--- src/rtl/convolution_procesor_pkg.sv ---
// Shared definitions for the convolution processor index sequencer:
// the controller state encoding and the default geometry.
package convolution_procesor_pkg;

    // Default X/Y address width; sizes run 0 .. 2^ADDR_W-1.
    localparam int DEF_ADDR_W  = 5;

    // Default X/Y memory read latency in cycles.
    localparam int DEF_MEM_LAT = 1;

    // Controller states. The top maps these onto plain 3-bit constants
    // so the state register stays a legacy-friendly logic vector.
    typedef enum logic [2:0] {
        ST_IDLE  = 3'd0,
        ST_CLR   = 3'd1,
        ST_READ  = 3'd2,
        ST_DRAIN = 3'd3,
        ST_WRITE = 3'd4,
        ST_DONE  = 3'd5
    } state_e;

endpackage

--- src/rtl/convolution_procesor_index_sequencer_if.sv ---
// Host / datapath side bus of the index sequencer. The master modport is
// the host plus memory/MAC datapath; the slave modport is the sequencer.
interface convolution_procesor_index_sequencer_if
    import convolution_procesor_pkg::*;
#(
    parameter int ADDR_W = DEF_ADDR_W
);
    // Host request
    logic              start_i;
    logic [ADDR_W-1:0] sizeX_i;
    logic [ADDR_W-1:0] sizeY_i;

    // Host status
    logic              busy_o;
    logic              done_o;

    // X/Y memory read port
    logic              mem_rd_o;
    logic [ADDR_W-1:0] memX_addr_o;
    logic [ADDR_W-1:0] memY_addr_o;

    // MAC control
    logic              mac_clr_o;
    logic              mac_en_o;

    // Z memory write port
    logic              memZ_we_o;
    logic [ADDR_W:0]   memZ_addr_o;

    modport master (
        output start_i, sizeX_i, sizeY_i,
        input  busy_o, done_o, mem_rd_o, memX_addr_o, memY_addr_o,
               mac_clr_o, mac_en_o, memZ_we_o, memZ_addr_o
    );

    modport slave (
        input  start_i, sizeX_i, sizeY_i,
        output busy_o, done_o, mem_rd_o, memX_addr_o, memY_addr_o,
               mac_clr_o, mac_en_o, memZ_we_o, memZ_addr_o
    );

endinterface

--- src/rtl/convolution_procesor_comparatorGreaterIqualThan.sv ---
// Unsigned greater-or-equal comparator used for every loop-bound decision
// in the sequencer, so all bound checks share one well-known primitive.
module convolution_procesor_comparatorGreaterIqualThan #(
    parameter int WIDTH = 6
) (
    input  logic [WIDTH-1:0] a_i,
    input  logic [WIDTH-1:0] b_i,
    output logic             ge_o
);

    // Both operands are unsigned; no sign extension anywhere.
    assign ge_o = (a_i >= b_i);

endmodule

--- src/rtl/convolution_procesor_strobe_delay.sv ---
// Fixed-latency strobe delay line. Turns the read strobe into the MAC
// enable so the accumulate lines up with data returning from memory.
module convolution_procesor_strobe_delay #(
    parameter int LAT = 1
) (
    input  logic clk_i,
    input  logic rst_n_i,
    input  logic strobe_i,
    output logic strobe_o
);

    logic [LAT-1:0] pipe;

    // Shift the strobe one stage per cycle; cleared asynchronously.
    always_ff @(posedge clk_i or negedge rst_n_i) begin
        if (!rst_n_i) begin
            // NOTE: every stage is reset, so no stale enable can leak out
            // of the pipe after a mid-operation reset.
            pipe <= '0;
        end else begin
            // NOTE: non-blocking assignments let each stage take the old
            // value of its predecessor, giving a true shift register.
            pipe[0] <= strobe_i;
            for (int k = 1; k < LAT; k++) begin
                pipe[k] <= pipe[k-1];
            end
        end
    end

    assign strobe_o = pipe[LAT-1];

endmodule

--- src/rtl/convolution_procesor_index_sequencer.sv ---
// Index sequencer for the convolution processor. For each output index i it
// clears the MAC, streams the X[j]/Y[i-j] pairs that contribute to Z[i],
// waits for the memory pipeline to drain and then writes Z[i].
module convolution_procesor_index_sequencer
    import convolution_procesor_pkg::*;
#(
    parameter int ADDR_W  = DEF_ADDR_W,
    parameter int MEM_LAT = DEF_MEM_LAT
) (
    input  logic                                  clk_i,
    input  logic                                  rst_n_i,
    convolution_procesor_index_sequencer_if.slave bus
);

    localparam int IW    = ADDR_W + 1;
    localparam int CNT_W = (MEM_LAT > 1) ? $clog2(MEM_LAT) : 1;

    localparam logic [2:0] IDLE  = ST_IDLE;
    localparam logic [2:0] CLR   = ST_CLR;
    localparam logic [2:0] READ  = ST_READ;
    localparam logic [2:0] DRAIN = ST_DRAIN;
    localparam logic [2:0] WRITE = ST_WRITE;
    localparam logic [2:0] DONE  = ST_DONE;

    logic [2:0]        state;
    logic [ADDR_W-1:0] size_x;
    logic [ADDR_W-1:0] size_y;
    logic [IW-1:0]     i_idx;      // output index i, one bit wider than sizes
    logic [ADDR_W-1:0] j_idx;      // X index j, drives memX_addr_o
    logic [ADDR_W-1:0] y_idx;      // Y index i-j, drives memY_addr_o
    logic [ADDR_W-1:0] j_end;      // last j for the current output
    logic [CNT_W-1:0]  drain_cnt;
    logic [IW-1:0]     z_addr;     // held Z address, updated only for a write

    // Comparator operands and results
    logic [IW-1:0]     cmp_end_a;
    logic [IW-1:0]     cmp_end_b;
    logic              ge_start;   // i >= sizeY
    logic              ge_end;     // CLR: i >= sizeX, READ: j >= jend
    logic              ge_last;    // i >= sizeX+sizeY-2
    logic [IW-1:0]     last_bound;

    // Per-output loop bounds
    logic [ADDR_W-1:0] j_start;
    logic [ADDR_W-1:0] y_start;
    logic [ADDR_W-1:0] j_end_next;
    logic              drain_last;

    // The sum is formed in IW bits so 2*(2^ADDR_W-1) cannot wrap. Both
    // sizes are nonzero whenever this is used, so the subtraction is safe.
    assign last_bound = {1'b0, size_x} + {1'b0, size_y} - IW'(2);

    // The jend/exit comparator is shared: CLR asks whether i has passed
    // the end of X, READ asks whether j has reached jend.
    always_comb begin
        // NOTE: defaults first so every path assigns both operands and no
        // latch can be inferred.
        cmp_end_a = i_idx;
        cmp_end_b = {1'b0, size_x};
        if (state == READ) begin
            cmp_end_a = {1'b0, j_idx};
            cmp_end_b = {1'b0, j_end};
        end
    end

    convolution_procesor_comparatorGreaterIqualThan #(.WIDTH(IW)) u_cmp_jstart (
        .a_i  (i_idx),
        .b_i  ({1'b0, size_y}),
        .ge_o (ge_start)
    );

    convolution_procesor_comparatorGreaterIqualThan #(.WIDTH(IW)) u_cmp_jend (
        .a_i  (cmp_end_a),
        .b_i  (cmp_end_b),
        .ge_o (ge_end)
    );

    convolution_procesor_comparatorGreaterIqualThan #(.WIDTH(IW)) u_cmp_last (
        .a_i  (i_idx),
        .b_i  (last_bound),
        .ge_o (ge_last)
    );

    // The true values always fit ADDR_W bits, so working modulo 2^ADDR_W
    // on the low bits of i gives exact results.
    assign j_start    = ge_start ? (i_idx[ADDR_W-1:0] - size_y + ADDR_W'(1)) : '0;
    assign y_start    = i_idx[ADDR_W-1:0] - j_start;
    assign j_end_next = ge_end ? (size_x - ADDR_W'(1)) : i_idx[ADDR_W-1:0];
    assign drain_last = (drain_cnt == CNT_W'(MEM_LAT - 1));

    // Controller: state, loop counters and held addresses.
    always_ff @(posedge clk_i or negedge rst_n_i) begin
        if (!rst_n_i) begin
            state     <= IDLE;
            size_x    <= '0;
            size_y    <= '0;
            i_idx     <= '0;
            j_idx     <= '0;
            y_idx     <= '0;
            j_end     <= '0;
            drain_cnt <= '0;
            z_addr    <= '0;
        end else begin
            case (state)
                IDLE: begin
                    if (bus.start_i) begin
                        size_x <= bus.sizeX_i;
                        size_y <= bus.sizeY_i;
                        i_idx  <= '0;
                        if (bus.sizeX_i == '0 || bus.sizeY_i == '0) begin
                            state <= DONE;
                        end else begin
                            state <= CLR;
                        end
                    end
                end
                CLR: begin
                    j_idx <= j_start;
                    y_idx <= y_start;
                    j_end <= j_end_next;
                    state <= READ;
                end
                READ: begin
                    // j stops on the last term so the addresses hold it
                    // while the strobe is low.
                    if (ge_end) begin
                        drain_cnt <= '0;
                        state     <= DRAIN;
                    end else begin
                        j_idx <= j_idx + ADDR_W'(1);
                        y_idx <= y_idx - ADDR_W'(1);
                    end
                end
                DRAIN: begin
                    if (drain_last) begin
                        z_addr <= i_idx;
                        state  <= WRITE;
                    end else begin
                        drain_cnt <= drain_cnt + CNT_W'(1);
                    end
                end
                WRITE: begin
                    i_idx <= i_idx + IW'(1);
                    state <= ge_last ? DONE : CLR;
                end
                DONE: begin
                    state <= IDLE;
                end
                default: begin
                    state <= IDLE;
                end
            endcase
        end
    end

    convolution_procesor_strobe_delay #(.LAT(MEM_LAT)) u_mac_en_delay (
        .clk_i    (clk_i),
        .rst_n_i  (rst_n_i),
        .strobe_i (bus.mem_rd_o),
        .strobe_o (bus.mac_en_o)
    );

    assign bus.busy_o      = (state == CLR) || (state == READ) ||
                             (state == DRAIN) || (state == WRITE);
    assign bus.done_o      = (state == DONE);
    assign bus.mem_rd_o    = (state == READ);
    assign bus.mac_clr_o   = (state == CLR);
    assign bus.memZ_we_o   = (state == WRITE);
    assign bus.memX_addr_o = j_idx;
    assign bus.memY_addr_o = y_idx;
    assign bus.memZ_addr_o = z_addr;

endmodule

--- src/flat_wrapper.sv ---
// flat-port wrapper written by rule: the top's interface ports become plain ports
module convolution_procesor_index_sequencer_flat import convolution_procesor_pkg::*;
#(
    parameter int ADDR_W  = DEF_ADDR_W,
    parameter int MEM_LAT = DEF_MEM_LAT
)
  (clk_i, rst_n_i, bus_start_i, bus_sizeX_i, bus_sizeY_i, bus_busy_o, bus_done_o, bus_mem_rd_o, bus_memX_addr_o, bus_memY_addr_o, bus_mac_clr_o, bus_mac_en_o, bus_memZ_we_o, bus_memZ_addr_o);
  convolution_procesor_index_sequencer_if #(.ADDR_W(ADDR_W)) bus_i ();
  input  logic clk_i;
  input  logic rst_n_i;
  input wire logic [$bits(bus_i.start_i)-1:0] bus_start_i;
  input wire logic [$bits(bus_i.sizeX_i)-1:0] bus_sizeX_i;
  input wire logic [$bits(bus_i.sizeY_i)-1:0] bus_sizeY_i;
  output wire logic [$bits(bus_i.busy_o)-1:0] bus_busy_o;
  output wire logic [$bits(bus_i.done_o)-1:0] bus_done_o;
  output wire logic [$bits(bus_i.mem_rd_o)-1:0] bus_mem_rd_o;
  output wire logic [$bits(bus_i.memX_addr_o)-1:0] bus_memX_addr_o;
  output wire logic [$bits(bus_i.memY_addr_o)-1:0] bus_memY_addr_o;
  output wire logic [$bits(bus_i.mac_clr_o)-1:0] bus_mac_clr_o;
  output wire logic [$bits(bus_i.mac_en_o)-1:0] bus_mac_en_o;
  output wire logic [$bits(bus_i.memZ_we_o)-1:0] bus_memZ_we_o;
  output wire logic [$bits(bus_i.memZ_addr_o)-1:0] bus_memZ_addr_o;
  assign bus_i.start_i = bus_start_i;
  assign bus_i.sizeX_i = bus_sizeX_i;
  assign bus_i.sizeY_i = bus_sizeY_i;
  assign bus_busy_o = bus_i.busy_o;
  assign bus_done_o = bus_i.done_o;
  assign bus_mem_rd_o = bus_i.mem_rd_o;
  assign bus_memX_addr_o = bus_i.memX_addr_o;
  assign bus_memY_addr_o = bus_i.memY_addr_o;
  assign bus_mac_clr_o = bus_i.mac_clr_o;
  assign bus_mac_en_o = bus_i.mac_en_o;
  assign bus_memZ_we_o = bus_i.memZ_we_o;
  assign bus_memZ_addr_o = bus_i.memZ_addr_o;
  convolution_procesor_index_sequencer #(.ADDR_W(ADDR_W), .MEM_LAT(MEM_LAT)) u_core (.clk_i(clk_i), .rst_n_i(rst_n_i), .bus(bus_i));
endmodule
--- config.mk ---
export PLATFORM = sky130hd
export DESIGN_NAME = convolution_procesor_index_sequencer_flat
export DESIGN_NICKNAME = d
export VERILOG_FILES = /design/src/rtl/convolution_procesor_pkg.sv /design/src/rtl/convolution_procesor_index_sequencer_if.sv /design/src/rtl/convolution_procesor_comparatorGreaterIqualThan.sv /design/src/rtl/convolution_procesor_strobe_delay.sv /design/src/rtl/convolution_procesor_index_sequencer.sv /design/src/flat_wrapper.sv
export SDC_FILE = /design/constraint.sdc
export NUM_CORES = 1
export LEC_CHECK = 0
export BUFFER_PORTS_ARGS = -buffer_cell sky130_fd_sc_hd__buf_2
export CAP_MARGIN = 20
export CORE_ASPECT_RATIO = 2
export CORE_MARGIN = 2
export CORE_UTILIZATION = 65
export CTS_BUF_LIST = sky130_fd_sc_hd__clkbuf_2
export DETAILED_ROUTE_END_ITERATION = 10
export PLACE_DENSITY = 0.95
export SLEW_MARGIN = 10
export SYNTH_ARGS = -nofsm -noshare
export SYNTH_HDL_FRONTEND = slang
export SYNTH_SLANG_ARGS = --single-unit
--- constraint.sdc ---
create_clock -name clk_i -period 5.5 [get_ports clk_i]
set_clock_uncertainty 0.1 [all_clocks]
set_input_delay 0.275 -clock clk_i [delete_from_list [all_inputs] [get_ports clk_i]]
set_output_delay 0.275 -clock clk_i [all_outputs]
set_load 0.02 [all_outputs]
==> results of run 1 <==
==> cell type report <==
type                            count  area, µm²
Timing Repair Buffer               44        270
Clock inverter                      2       10.0
Multi-Input combinational cell    255       1750
Sequential cell                    41       1030
Tap cell                           54       67.6
Inverter                           32        120
Clock buffer                        6       30.0
Fill cell                         337       1100
==> registers in the layout (all words and copies together), names as in the netlist <==
name	flops
u_core.bus.memY_addr_o	5
u_core.state	3
u_core.size_x	5
u_core.j_end	5
u_core.bus.memZ_addr_o	6
u_core.u_mac_en_delay.strobe_o	1
u_core.size_y	5
u_core.bus.memX_addr_o	5
u_core.i_idx	6
==> worst max path at each step <==
stage                     from                        end  slack, ps  depth (start not counted)
3_3_place_gp   u_core.state[1]  u_core.bus.memY_addr_o[4]       1830                         11
6_report       u_core.state[1]  u_core.bus.memX_addr_o[3]       1490                         11
5_1_grt        u_core.state[1]  u_core.bus.memX_addr_o[3]       1070                         11
3_5_place_dp   u_core.state[1]  u_core.bus.memX_addr_o[3]       1600                         11
2_1_floorplan  u_core.state[2]            u_core.state[2]       2260                         12
4_1_cts        u_core.state[1]  u_core.bus.memX_addr_o[3]       1580                         11
==> timing repair <==
item | 4_1_cts | 5_1_grt
endpoints found under the hold margin | 50 | 0
endpoints found under the setup margin | 0 | 0
hold buffers | 10 | 0
resized for setup | 0 | 0
==> metal layers <==
metal | GRT usage (%) | share of wire (%)
met5 | 0 | 0
met4 | 23.7 | 7.8
met3 | 3.90 | 5.1
met2 | 54.0 | 53
met1 | 30.5 | 34
==> cell families after synthesis <==
logic type               synth area share (%)
flip-flops                               34.5
adder cells (fa/ha/maj)                  18.7
XOR/XNOR                                 3.83
AND/OR/NAND/NOR                          16.6
AO/OA/AOI/OAI                            17.7
buffers and inverters                    6.44
multiplexers                             2.19
==> worst max-delay path, cell delays in order, from the launching register on <==
cell and delay [ps]:
sky130_fd_sc_hd__dfrtp_1 510, sky130_fd_sc_hd__or3b_4 540, sky130_fd_sc_hd__inv_1 630, sky130_fd_sc_hd__nor2_1 80
sky130_fd_sc_hd__a21oi_1 160, sky130_fd_sc_hd__ha_1 270, sky130_fd_sc_hd__a21o_1 180, sky130_fd_sc_hd__a31oi_1 360
sky130_fd_sc_hd__o31a_1 600, sky130_fd_sc_hd__a21boi_0 200, sky130_fd_sc_hd__a21oi_1 170, sky130_fd_sc_hd__o21ai_0 110
==> through the flow <==
step                      cells  total power [W]  util (%)  cell area (µm²)  setup WS [ps]
final                       434          0.00208      74.8             3280           1490
after global routing        434          0.00231      74.8             3280           1070
after CTS                   434          0.00207      74.8             3280           1580
after detailed placement    416          0.00193      71.6             3140           1600
after global placement      416          0.00183      71.6             3140           1830
after floorplan             341          0.00163         -             2970           2260
==> power by group <==
| group | internal (W) | switching, W | leakage (nW) |
|---|---|---|---|
| registers | 0.000408 | 0.0000998 | 0.533 |
| clock network | 0.0000320 | 0.000101 | 0.0327 |
| logic | 0.000564 | 0.000877 | 1.10 |
==> placed cells by master (no fill, tap or decap), types with 3 or more instances in the layout <==
cell,n
sky130_fd_sc_hd__a21o_1,7
sky130_fd_sc_hd__a21oi_1,17
sky130_fd_sc_hd__a31oi_1,5
sky130_fd_sc_hd__buf_2,34
sky130_fd_sc_hd__clkbuf_2,6
sky130_fd_sc_hd__dfrtp_1,41
sky130_fd_sc_hd__dlygate4sd3_1,10
sky130_fd_sc_hd__fa_1,4
sky130_fd_sc_hd__ha_1,38
sky130_fd_sc_hd__inv_1,31
sky130_fd_sc_hd__mux2_2,4
sky130_fd_sc_hd__nand2_1,52
sky130_fd_sc_hd__nand2b_1,4
sky130_fd_sc_hd__nand3_1,12
sky130_fd_sc_hd__nor2_1,17
sky130_fd_sc_hd__nor3_1,6
sky130_fd_sc_hd__o211ai_1,3
sky130_fd_sc_hd__o21ai_0,39
sky130_fd_sc_hd__xnor2_1,7
sky130_fd_sc_hd__xor2_1,6
==> reports/qor.yml, run 1 <==
run_status:
  status: "completed"
yosys:
  synthFlopType: "sky130_fd_sc_hd__dfrtp_1"
  synth_sequential_area_ratio_pct: 34.5
  synth.distinct_cells: 50
  synthMostInstantiatedCell: "sky130_fd_sc_hd__nand2_1"
  yosys_warnings: 0
  number_of_flops_mapped_to_enable_cells_by_yosys: 0
  synth_top_area_share_pct: 34.5
  synthTopCellsByArea: "sky130_fd_sc_hd__dfrtp_1 (35%), sky130_fd_sc_hd__ha_1 (16%), sky130_fd_sc_hd__o21ai_0 (6.6%)"
  syn_avg_cell_area_um2: 8.71
  ys_ff_latch: 41
  netlist_instances: 341
  synth.cell_area_mm2: 0.00297
  mappedNetlistNets: 396
  async_reset_ff_share_pct: 100
  yosys-top-cells-count: "sky130_fd_sc_hd__nand2_1 (52), sky130_fd_sc_hd__dfrtp_1 (41), sky130_fd_sc_hd__o21ai_0 (39)"
  netlist.top_cell.by_area: "sky130_fd_sc_hd__dfrtp_1"
sta:
  fin_hold_viols: 0
  final_min_period_over_clock_period_pct: 72.8
  timing.setup.tns_ps: 0
  slew-limit-headroom_pct: 39.4
  slew_violations: 0
  shortest_period_the_worst_path_allows_ps: 4010
  final.hold.worst_slack_ps: 10.2
  tightest_slew_ps: 909
  maxClockFrequency_mhz: 250
  final-setup-viol-count: 0
  rsz0062_at_grt: "false"
clock_network:
  tritoncts: "yes"
  cts_buffer_depth: 2
  clockRootBuffer: "sky130_fd_sc_hd__clkbuf_2"
  htreeDepth: 2
  clkSlewWorstSetupHoldPaths_ps: 210
  numClockSinks: 41
  clock_insertion_delay_worst_skew_ps: 410
  cts_made_buffers: 5
  post_cts.repair.setup_buffers: 0
die:
  dieArea_mm2: 0.00516
  core_region_area_mm2: 0.00438
  dieWidth_um: 51.8
  floorplan.initialDensity_pct: 67.8
  chipHeight_um: 99.6
  io_pins: 35
  placementRows: 34
job:
  cap_viol_max_count: 0
detailed_routing:
  drt_wl_total_mm: 7.09
  drc_errors: 0
  vias_per_cell: 6.10
  via_count: 2648
  drt_pass_1_iters: 5
  drt.antenna.violating_nets: 0
  number_of_drc_markers_after_the_initial_detailed_route_iteration: 106
  post_drt_wl_per_cell_um: 16.3
cells_and_area:
  post_route_cells_drive_above_1_share_pct: 13.7
  syn2layout_area_growth_pct: 10.3
  antenna_cells_inserted: 0
  num-nets-final: 434
min_path:
  hold_path_depth: 3
  min_from: "bus_sizeY_i[4]"
  min_delay_worst_type: "in -> reg"
  holdPathEnd: "u_core.size_y[4]"
pwr:
  static-leakage-power_nw: 1.66
  vdd_ir_drop_max_uv: 548
  power-per-cell-area_mw_per_mm2: 635
critical_path:
  r2r_slack_ps: 1490
  critical_path.reg2reg.startpoint: "u_core.state[1]"
  cp_data_arrival_time_ps: 4220
  worstPathRequired_ps: 5710
  critical_path.max_fanout: 30
  worstSetupPathType: "reg -> reg"
  regToRegEndpoint: "u_core.bus.memX_addr_o[3]"
  crit_path_start_kind: "flop"
  setup.worst_path.end_class: "flop"
  r2r.worst_path.cells: 11
place:
  dp_hpwl_mm: 5.41
  buffer_ports.inserted: 34
  gp_routability_congestion: 0.951
grt:
  number_of_antenna_violations_at_the_first_check_in_global_routing: 0
  groute.usage.overall_pct: 30.5
  global_route_wire_length_before_repair_mm: 11.8
  maximum_number_of_pins_on_one_net_before_global_route_repair: 42
  via_count_of_the_first_global_routing_pass: 2695
  grt_overflow: 0
No activity file was read; power rests on OpenSTA's default activity.
==> inputs of run 2 (changes only) <==
--- a/config.mk
+++ b/config.mk
@@ -5,14 +5,15 @@
 export SDC_FILE = /design/constraint.sdc
 export NUM_CORES = 1
 export LEC_CHECK = 0
+export ABC_AREA = 1
 export BUFFER_PORTS_ARGS = -buffer_cell sky130_fd_sc_hd__buf_2
 export CAP_MARGIN = 20
 export CORE_ASPECT_RATIO = 2
 export CORE_MARGIN = 2
-export CORE_UTILIZATION = 65
+export CORE_UTILIZATION = 61
 export CTS_BUF_LIST = sky130_fd_sc_hd__clkbuf_2
 export DETAILED_ROUTE_END_ITERATION = 10
-export PLACE_DENSITY = 0.95
+export PLACE_DENSITY = 0.94
 export SLEW_MARGIN = 10
 export SYNTH_ARGS = -nofsm -noshare
 export SYNTH_HDL_FRONTEND = slang
==> constraint.sdc (replaced) <==
create_clock -name clk_i -period 3.95 [get_ports clk_i]
set_clock_uncertainty 0.1 [all_clocks]
set_input_delay 0.1975 -clock clk_i [delete_from_list [all_inputs] [get_ports clk_i]]
set_output_delay 0.1975 -clock clk_i [all_outputs]
set_load 0.02 [all_outputs]
==> reports/qor.yml, run 2 <==
critical_path:
  r2r_slack_ps: 590  # was 1490 ps
  worstPathRequired_ps: 4200  # was 5710 ps
  cp_cell_sequence: "inv_1 > ha_1 > inv_1 > ha_1 > fa_1 > xor2_1 > nand2_1 > ha_1 > a21oi_1 > nand3_1 > nand2_1 > nand3_1 > nand3_1 > nand2_1 > nand2_1 > nand2_1"  # was or3b_4 > inv_1 > nor2_1 > a21oi_1 > ha_1 > a21o_1 > a31oi_1 > o31a_1 > a21boi_0 > a21oi_1 > o21ai_0
  setup.worst_path.end_class: "flop"  # unchanged
  r2r.worst_path.cells: 16  # was 11
  worstSetupPathType: "reg -> reg"  # unchanged
  critical_path.reg2reg.startpoint: "u_core.i_idx[1]"  # was u_core.state[1]
  critPathSlowestCell: "sky130_fd_sc_hd__dfrtp_1"  # was sky130_fd_sc_hd__inv_1
  cp_data_arrival_time_ps: 3620  # was 4220 ps
  worst_path_most_repeated_cell: "sky130_fd_sc_hd__nand2_1"  # was sky130_fd_sc_hd__a21oi_1
  regToRegEndpoint: "u_core.bus.memY_addr_o[4]"  # was u_core.bus.memX_addr_o[3]
  crit_path_start_kind: "flop"  # unchanged
  timing.critical_path.slowest_cell_delay_ps: 570  # was 630 ps
  critical_path.max_fanout: 6  # was 30
die:
  floorplan.initialDensity_pct: 62.7  # was 67.8%
  dieArea_mm2: 0.00591  # was 0.00516 mm²
  core_region_area_mm2: 0.00514  # was 0.00438 mm²
  dieWidth_um: 55.4  # was 51.8 µm
  placementRows: 37  # was 34
  io_pins: 35  # unchanged
  chipHeight_um: 107  # was 99.6 µm
run_status:
  status: "completed"  # unchanged
cells_and_area:
  final_cell_count_no_fill: 520  # was 434
  post_route_cells_drive_above_1_share_pct: 13.9  # was 13.7%
  final_common_cell: "sky130_fd_sc_hd__nand2_1"  # unchanged
  layout.cells.most_common_list: "sky130_fd_sc_hd__nand2_1 (113), sky130_fd_sc_hd__inv_1 (64), sky130_fd_sc_hd__dfrtp_1 (41), sky130_fd_sc_hd__o21ai_0 (39), sky130_fd_sc_hd__ha_1 (38)"  # was sky130_fd_sc_hd__nand2_1 (52), sky130_fd_sc_hd__dfrtp_1 (41), sky130_fd_sc_hd__o21ai_0 (39), sky130_fd_sc_hd__ha_1 (38), sky130_fd_sc_hd__buf_2 (34)
  antenna_cells_inserted: 0  # unchanged
  final.fill_count: 410  # was 337
  syn2layout_area_growth_pct: 11.9  # was 10.3%
  design_area_mm2: 0.00360  # was 0.00328 mm²
  num-nets-final: 516  # was 434
yosys:
  synth_sequential_area_ratio_pct: 31.8  # was 34.5%
  ys_ff_latch: 41  # unchanged
  mappedNetlistNets: 472  # was 396
  synthMostInstantiatedCell: "sky130_fd_sc_hd__nand2_1"  # unchanged
  synthFlopType: "sky130_fd_sc_hd__dfrtp_1"  # unchanged
  yosys_warnings: 0  # unchanged
  synth.cell_area_mm2: 0.00322  # was 0.00297 mm²
  number_of_flops_mapped_to_enable_cells_by_yosys: 0  # unchanged
  yosys-top-cells-count: "sky130_fd_sc_hd__nand2_1 (113), sky130_fd_sc_hd__inv_1 (64), sky130_fd_sc_hd__dfrtp_1 (41)"  # was sky130_fd_sc_hd__nand2_1 (52), sky130_fd_sc_hd__dfrtp_1 (41), sky130_fd_sc_hd__o21ai_0 (39)
  synth_top_area_share_pct: 31.8  # was 34.5%
  async_reset_ff_share_pct: 100  # unchanged
  synth.distinct_cells: 35  # was 50
  synthTopCellsByArea: "sky130_fd_sc_hd__dfrtp_1 (32%), sky130_fd_sc_hd__ha_1 (15%), sky130_fd_sc_hd__nand2_1 (13%)"  # was sky130_fd_sc_hd__dfrtp_1 (35%), sky130_fd_sc_hd__ha_1 (16%), sky130_fd_sc_hd__o21ai_0 (6.6%)
  netlist.top_cell.by_area: "sky130_fd_sc_hd__dfrtp_1"  # unchanged
  netlist_instances: 417  # was 341
  syn_avg_cell_area_um2: 7.73  # was 8.71 µm²
clock_network:
  cts_buffer_depth: 2  # unchanged
  numClockSinks: 41  # unchanged
  clkSlewWorstSetupHoldPaths_ps: 230  # was 210 ps
  post_cts.repair.setup_buffers: 0  # unchanged
  clockRootBuffer: "sky130_fd_sc_hd__clkbuf_2"  # unchanged
  tritoncts: "yes"  # unchanged
  clock_insertion_delay_worst_skew_ps: 440  # was 410 ps
  htreeDepth: 2  # unchanged
  cts_made_buffers: 5  # unchanged
detailed_routing:
  number_of_drc_markers_after_the_initial_detailed_route_iteration: 148  # was 106
  drt_pass_1_iters: 5  # unchanged
  post_drt_wl_per_cell_um: 16.0  # was 16.3 µm
  vias_per_cell: 5.80  # was 6.10
  drc_errors: 0  # unchanged
  drt_wl_total_mm: 8.33  # was 7.09 mm
  drt.antenna.violating_nets: 0  # unchanged
  via_count: 3017  # was 2,648
sta:
  fin_hold_viols: 0  # unchanged
  slew-limit-headroom_pct: 38.0  # was 39.4%
  tightest_slew_ps: 929  # was 909 ps
  final.hold.worst_slack_ps: 285  # was 10.2 ps
  final-setup-viol-count: 0  # unchanged
  shortest_period_the_worst_path_allows_ps: 3360  # was 4010 ps
  slew_violations: 0  # unchanged
  final_min_period_over_clock_period_pct: 85.1  # was 72.8%
  timing.setup.tns_ps: 0  # unchanged
  rsz0062_at_grt: "false"  # unchanged
  maxClockFrequency_mhz: 297  # was 250 MHz
grt:
  maximum_number_of_pins_on_one_net_before_global_route_repair: 42  # unchanged
  grt.met3_usage_pct: 5.19  # was 3.90%
  global_route_wire_length_before_repair_mm: 13.5  # was 11.8 mm
  grt_util_met2_pct: 55.7  # was 54.0%
  grt.busiest_layer: "met2"  # unchanged
  globalRouteMet1Util_pct: 27.3  # was 30.5%
  grt_overflow: 0  # unchanged
  via_count_of_the_first_global_routing_pass: 3064  # was 2,695
  groute.usage.overall_pct: 29.7  # was 30.5%
  number_of_antenna_violations_at_the_first_check_in_global_routing: 0  # unchanged
place:
  place.detailed.instances: 500  # was 416
  gp_routability_congestion: 0.996  # was 0.951
  buffer_ports.inserted: 34  # unchanged
  dp_hpwl_mm: 6.45  # was 5.41 mm
  dpl-instance-area_mm2: 0.00341  # was 0.00314 mm²
job:
  cap_viol_max_count: 0  # unchanged
min_path:
  min_delay_worst_type: "in -> async"  # was in -> reg
==> run 2: cell types whose count changed after synthesis, moves of 4 or more <==
cell | previous run | this run
sky130_fd_sc_hd__inv_1 | 31 | 64
sky130_fd_sc_hd__nand2_1 | 52 | 113
sky130_fd_sc_hd__nand3_2 | 0 | 11
sky130_fd_sc_hd__nand4_1 | 2 | 7
sky130_fd_sc_hd__a31oi_1 | 5 | 0
sky130_fd_sc_hd__a21o_1 | 7 | 0
sky130_fd_sc_hd__mux2_2 | 4 | 0
sky130_fd_sc_hd__nand2b_1 | 4 | 0
sky130_fd_sc_hd__a21oi_1 | 17 | 11
sky130_fd_sc_hd__nand3_1 | 12 | 26
==> run 2: worst max path at each step <==
stage                                endpoint  slack, ps  cells past startpoint       startpoint
global placement    u_core.bus.memY_addr_o[4]        780                     16  u_core.i_idx[1]
CTS                 u_core.bus.memY_addr_o[4]        630                     16  u_core.i_idx[1]
floorplan           u_core.bus.memY_addr_o[4]       1140                     16  u_core.i_idx[1]
global route        u_core.bus.memY_addr_o[4]        380                     18  u_core.i_idx[1]
detailed placement  u_core.bus.memY_addr_o[4]        700                     16  u_core.i_idx[1]
finish              u_core.bus.memY_addr_o[4]        590                     16  u_core.i_idx[1]
==> run 2: cell families after synthesis <==
kind of cell | synth area share [%]
buffers and inverters | 9.44
AO/OA/AOI/OAI | 9.94
XOR/XNOR | 3.81
AND/OR/NAND/NOR | 27.7
adder cells (fa/ha/maj) | 17.2
flip-flops | 31.8
==> run 2: area by class of cell <==
| cell class | instances | area, µm² | area share, % |
|---|---|---|---|
| Tap cell | 58 | 72.6 | 2.01 |
| Sequential cell | 41 | 1030 | 28.5 |
| Multi-Input combinational cell | 300 | 1890 | 52.5 |
| Clock inverter | 3 | 46.3 | 1.28 |
| Inverter | 67 | 253 | 7.01 |
| Timing Repair Buffer | 46 | 290 | 8.05 |
| Clock buffer | 5 | 25.0 | 0.694 |
==> run 2: stage by stage <==
stage	setup WS, ps	utilization, %
6_report	587	70.1
3_3_place_gp	784	66.4
2_1_floorplan	1140	-
4_1_cts	633	70.1
5_1_grt	378	70.1
3_5_place_dp	704	66.4
==> run 2: per-layer routing <==
layer	wire length [µm]	share of wire, %
met4	698	8.4
met2	4410	53
met5	0	0
met1	2740	33
met3	485	5.8
==> run 2: what timing repair did <==
action                                  4_1_cts  5_1_grt
hold buffers                                 12        0
endpoints found under the hold margin        52        0
endpoints found under the setup margin        0        0
gates resized for setup                       0        0
==> run 2: critical path, delay by kind of cell (launching register included) <==
family          cells  cell delay [ps]
compound gates      1              170
fa+ha+maj           4             1300
xor+xnor            1              180
simple gates        8              700
buf+inv             2              260
flops               1              570
Power of run 2 is left out: the tool's default activity adds up to more than one toggle a clock period on the data nets, which glitch-free logic cannot reach.
==> inputs of run 3 (changes only) <==
--- a/config.mk
+++ b/config.mk
@@ -5,7 +5,6 @@
 export SDC_FILE = /design/constraint.sdc
 export NUM_CORES = 1
 export LEC_CHECK = 0
-export ABC_AREA = 1
 export BUFFER_PORTS_ARGS = -buffer_cell sky130_fd_sc_hd__buf_2
 export CAP_MARGIN = 20
 export CORE_ASPECT_RATIO = 2
@@ -13,7 +12,7 @@
 export CORE_UTILIZATION = 61
 export CTS_BUF_LIST = sky130_fd_sc_hd__clkbuf_2
 export DETAILED_ROUTE_END_ITERATION = 10
-export PLACE_DENSITY = 0.94
+export PLACE_DENSITY = 0.95
 export SLEW_MARGIN = 10
 export SYNTH_ARGS = -nofsm -noshare
 export SYNTH_HDL_FRONTEND = slang
==> constraint.sdc (replaced) <==
create_clock -name clk_i -period 3.95 [get_ports clk_i]
set_clock_uncertainty 0.1 [all_clocks]
set_input_delay 0.1975 -clock clk_i [delete_from_list [all_inputs] [get_ports clk_i]]
set_output_delay 0.1975 -clock clk_i [all_outputs]
set_load 0.005 [all_outputs]
==> reports/qor.yml, run 3 (synthesis results as in run 1) <==
pwr:
  netSwitchingPower_w: 0.00151
  power-per-cell-area_mw_per_mm2: 906
  internal-power_w: 0.00155
  static-leakage-power_nw: 1.71
  pwr-share-comb_pct: 66.4
  power.sequential.fraction_pct: 23.1
  power.clock.fraction_pct: 10.4
  vdd_ir_drop_max_uv: 630
  post-layout-total-power_w: 0.00306
  switching_share_pct: 49.4
job:
  cap_viol_max_count: 0  # unchanged
clock_network:
  tritoncts: "yes"  # unchanged
  clockRootBuffer: "sky130_fd_sc_hd__clkbuf_2"  # unchanged
  numClockSinks: 41  # unchanged
  clock_insertion_delay_worst_skew_ps: 420  # was 440 ps
  clkSlewWorstSetupHoldPaths_ps: 210  # was 230 ps
  cts_buffer_depth: 2  # unchanged
  cts_made_buffers: 5  # unchanged
  post_cts.repair.setup_buffers: 0  # unchanged
  htreeDepth: 2  # unchanged
cells_and_area:
  final_common_cell: "sky130_fd_sc_hd__nand2_1"  # unchanged
  design_area_mm2: 0.00338  # was 0.00360 mm²
  final_core_utilization_pct: 70.8  # was 70.1%
  layout.cells.most_common_list: "sky130_fd_sc_hd__nand2_1 (52), sky130_fd_sc_hd__dfrtp_1 (41), sky130_fd_sc_hd__o21ai_0 (39), sky130_fd_sc_hd__ha_1 (38), sky130_fd_sc_hd__buf_2 (34)"  # was sky130_fd_sc_hd__nand2_1 (113), sky130_fd_sc_hd__inv_1 (64), sky130_fd_sc_hd__dfrtp_1 (41), sky130_fd_sc_hd__o21ai_0 (39), sky130_fd_sc_hd__ha_1 (38)
  final.fill_count: 345  # was 410
  num-nets-final: 440  # was 516
  antenna_cells_inserted: 0  # unchanged
  post_route_cells_drive_above_1_share_pct: 15.0  # was 13.9%
  syn2layout_area_growth_pct: 13.8  # was 11.9%
detailed_routing:
  number_of_drc_markers_after_the_initial_detailed_route_iteration: 138  # was 148
  vias_per_cell: 6.24  # was 5.80
  drt_wl_total_mm: 8.10  # was 8.33 mm
  drc_errors: 0  # unchanged
  post_drt_wl_per_cell_um: 18.3  # was 16.0 µm
  via_count: 2763  # was 3,017
  drt_pass_1_iters: 5  # unchanged
  drt.antenna.violating_nets: 0  # unchanged
run_status:
  status: "completed"  # unchanged
critical_path:
  cp_num_buf_inv: 1  # was 2
  worst_path_most_repeated_cell: "sky130_fd_sc_hd__a31oi_1"  # was sky130_fd_sc_hd__nand2_1
  crit_path_start_kind: "flop"  # unchanged
  worstSetupPathType: "reg -> reg"  # unchanged
  crit_family: "compound AO/OA/AOI/OAI gates"  # was adder cells
  r2r_slack_ps: 240  # was 590 ps
  critical_path.max_fanout: 21  # was 6
  setup.worst_path.end_class: "flop"  # unchanged
  cp_data_arrival_time_ps: 3890  # was 3620 ps
  critPathSlowestCell: "sky130_fd_sc_hd__a2111oi_0"  # was sky130_fd_sc_hd__dfrtp_1
  timing.critical_path.slowest_cell_delay_ps: 600  # was 570 ps
  worstPathRequired_ps: 4140  # was 4200 ps
  cp_cell_sequence: "or3b_4 > inv_1 > nor2_1 > a21oi_1 > ha_1 > nand2b_1 > a31oi_1 > o21ai_0 > a2111oi_0 > a31oi_1"  # was inv_1 > ha_1 > inv_1 > ha_1 > fa_1 > xor2_1 > nand2_1 > ha_1 > a21oi_1 > nand3_1 > nand2_1 > nand3_1 > nand3_1 > nand2_1 > nand2_1 > nand2_1
sta:
  rsz0062_at_grt: "false"  # unchanged
  shortest_period_the_worst_path_allows_ps: 3710  # was 3360 ps
  slew-limit-headroom_pct: 40.2  # was 38.0%
  final.hold.worst_slack_ps: 71.4  # was 285 ps
  maxClockFrequency_mhz: 270  # was 297 MHz
  fin_hold_viols: 0  # unchanged
  final_min_period_over_clock_period_pct: 93.8  # was 85.1%
  timing.setup.tns_ps: 0  # unchanged
  tightest_slew_ps: 897  # was 929 ps
  final-setup-viol-count: 0  # unchanged
  slew_violations: 0  # unchanged
die:
  placementRows: 36  # was 37
  chipHeight_um: 103  # was 107 µm
  dieWidth_um: 53.4  # was 55.4 µm
  floorplan.initialDensity_pct: 62.2  # was 62.7%
  dieArea_mm2: 0.00548  # was 0.00591 mm²
  core_region_area_mm2: 0.00477  # was 0.00514 mm²
  io_pins: 35  # unchanged
grt:
  via_count_of_the_first_global_routing_pass: 2848  # was 3,064
  maximum_number_of_pins_on_one_net_before_global_route_repair: 42  # unchanged
  groute.usage.overall_pct: 32.5  # was 29.7%
  grt_overflow: 0  # unchanged
  globalRouteMet1Util_pct: 35.5  # was 27.3%
  grt_util_met2_pct: 55.4  # was 55.7%
  number_of_antenna_violations_at_the_first_check_in_global_routing: 0  # unchanged
  global_route_wire_length_before_repair_mm: 13.0  # was 13.5 mm
  grt.busiest_layer: "met2"  # unchanged
  grt.met3_usage_pct: 6.23  # was 5.19%
min_path:
  min_delay_worst_type: "in -> reg"  # was in -> async
place:
  dp_hpwl_mm: 5.84  # was 6.45 mm
  dpl-instance-area_mm2: 0.00318  # was 0.00341 mm²
  buffer_ports.inserted: 34  # unchanged
  gp_routability_congestion: 0.893  # was 0.996
==> run 3: cell types whose count changed in the layout (fill, tap and decap cells not counted), moves of 5 or more <==
cell,change
sky130_fd_sc_hd__nand3_1,-14
sky130_fd_sc_hd__nand3_2,-11
sky130_fd_sc_hd__nand4_1,-5
sky130_fd_sc_hd__nand2_1,-61
sky130_fd_sc_hd__a21o_1,+7
sky130_fd_sc_hd__a31oi_1,+5
sky130_fd_sc_hd__buf_4,+5
sky130_fd_sc_hd__inv_1,-33
sky130_fd_sc_hd__a21oi_1,+6
==> run 3: power groups by stage <==
stage | Clock, W | Sequential [W] | Combinational (W)
6_report | 0.000319 | 0.000708 | 0.00203
2_1_floorplan | 0 | 0.000674 | 0.00150
3_3_place_gp | 0 | 0.000698 | 0.00179
5_1_grt | 0.000337 | 0.000721 | 0.00226
3_5_place_dp | 0 | 0.000709 | 0.00196
4_1_cts | 0.000321 | 0.000700 | 0.00200
==> run 3: area by class of cell <==
| cell class | instances | area, µm² | share of cell area (%) |
|---|---|---|---|
| clock buffers | 5 | 25.0 | 0.740 |
| clock inverters | 3 | 65.1 | 1.92 |
| inverters | 32 | 120 | 3.55 |
| multi-input cells | 255 | 1760 | 51.9 |
| flip-flops and latches | 41 | 1030 | 30.3 |
| well taps | 57 | 71.3 | 2.11 |
| repair buffers | 50 | 318 | 9.40 |
==> run 3: repair_timing <==
| item | 4_1_cts | 5_1_grt |
|---|---|---|
| hold endpoints to repair | 51 | 0 |
| hold buffers | 11 | 0 |
| resized for setup | 0 | 1 |
| endpoints found under the setup margin | 0 | 4 |
==> run 3: path summary, 6_finish.rpt <==
path	start	endpoint	cells past startpoint
max reg2reg	u_core.state[1]	u_core.state[2]	10
min reg2reg	u_core.bus.memZ_addr_o[1]	u_core.bus.memZ_addr_o[1]	2
min	bus_start_i	u_core.state[0]	3
max	u_core.state[1]	u_core.state[2]	10
max in group asynchronous	rst_n_i	u_core.i_idx[3]	2
min in group asynchronous	rst_n_i	u_core.size_y[2]	2
==> run 3: metal layers <==
layer / up-vias / share of wire, %
li1: 1259 / -
met1: 1312 / 36
met2: 146 / 53
met3: 46 / 6.1
met4: 0 / 5.7
met5: - / 0
==> run 3: worst reg2reg max path: stages, from the launching register on <==
cell                        delay (ps)
sky130_fd_sc_hd__dfrtp_1           530
sky130_fd_sc_hd__or3b_4            550
sky130_fd_sc_hd__inv_1             440
sky130_fd_sc_hd__nor2_1             90
sky130_fd_sc_hd__a21oi_1           160
sky130_fd_sc_hd__ha_1              260
sky130_fd_sc_hd__nand2b_1          150
sky130_fd_sc_hd__a31oi_1           350
sky130_fd_sc_hd__o21ai_0           250
sky130_fd_sc_hd__a2111oi_0         600
sky130_fd_sc_hd__a31oi_1           110
==> run 3: metrics by stage <==
| step | std cells | setup slack, ps |
|---|---|---|
| CTS | 443 | 187 |
| floorplan | 341 | 855 |
| detailed placement | 424 | 302 |
| finish | 443 | 244 |
| global route | 443 | 50.6 |
| global placement | 424 | 551 |
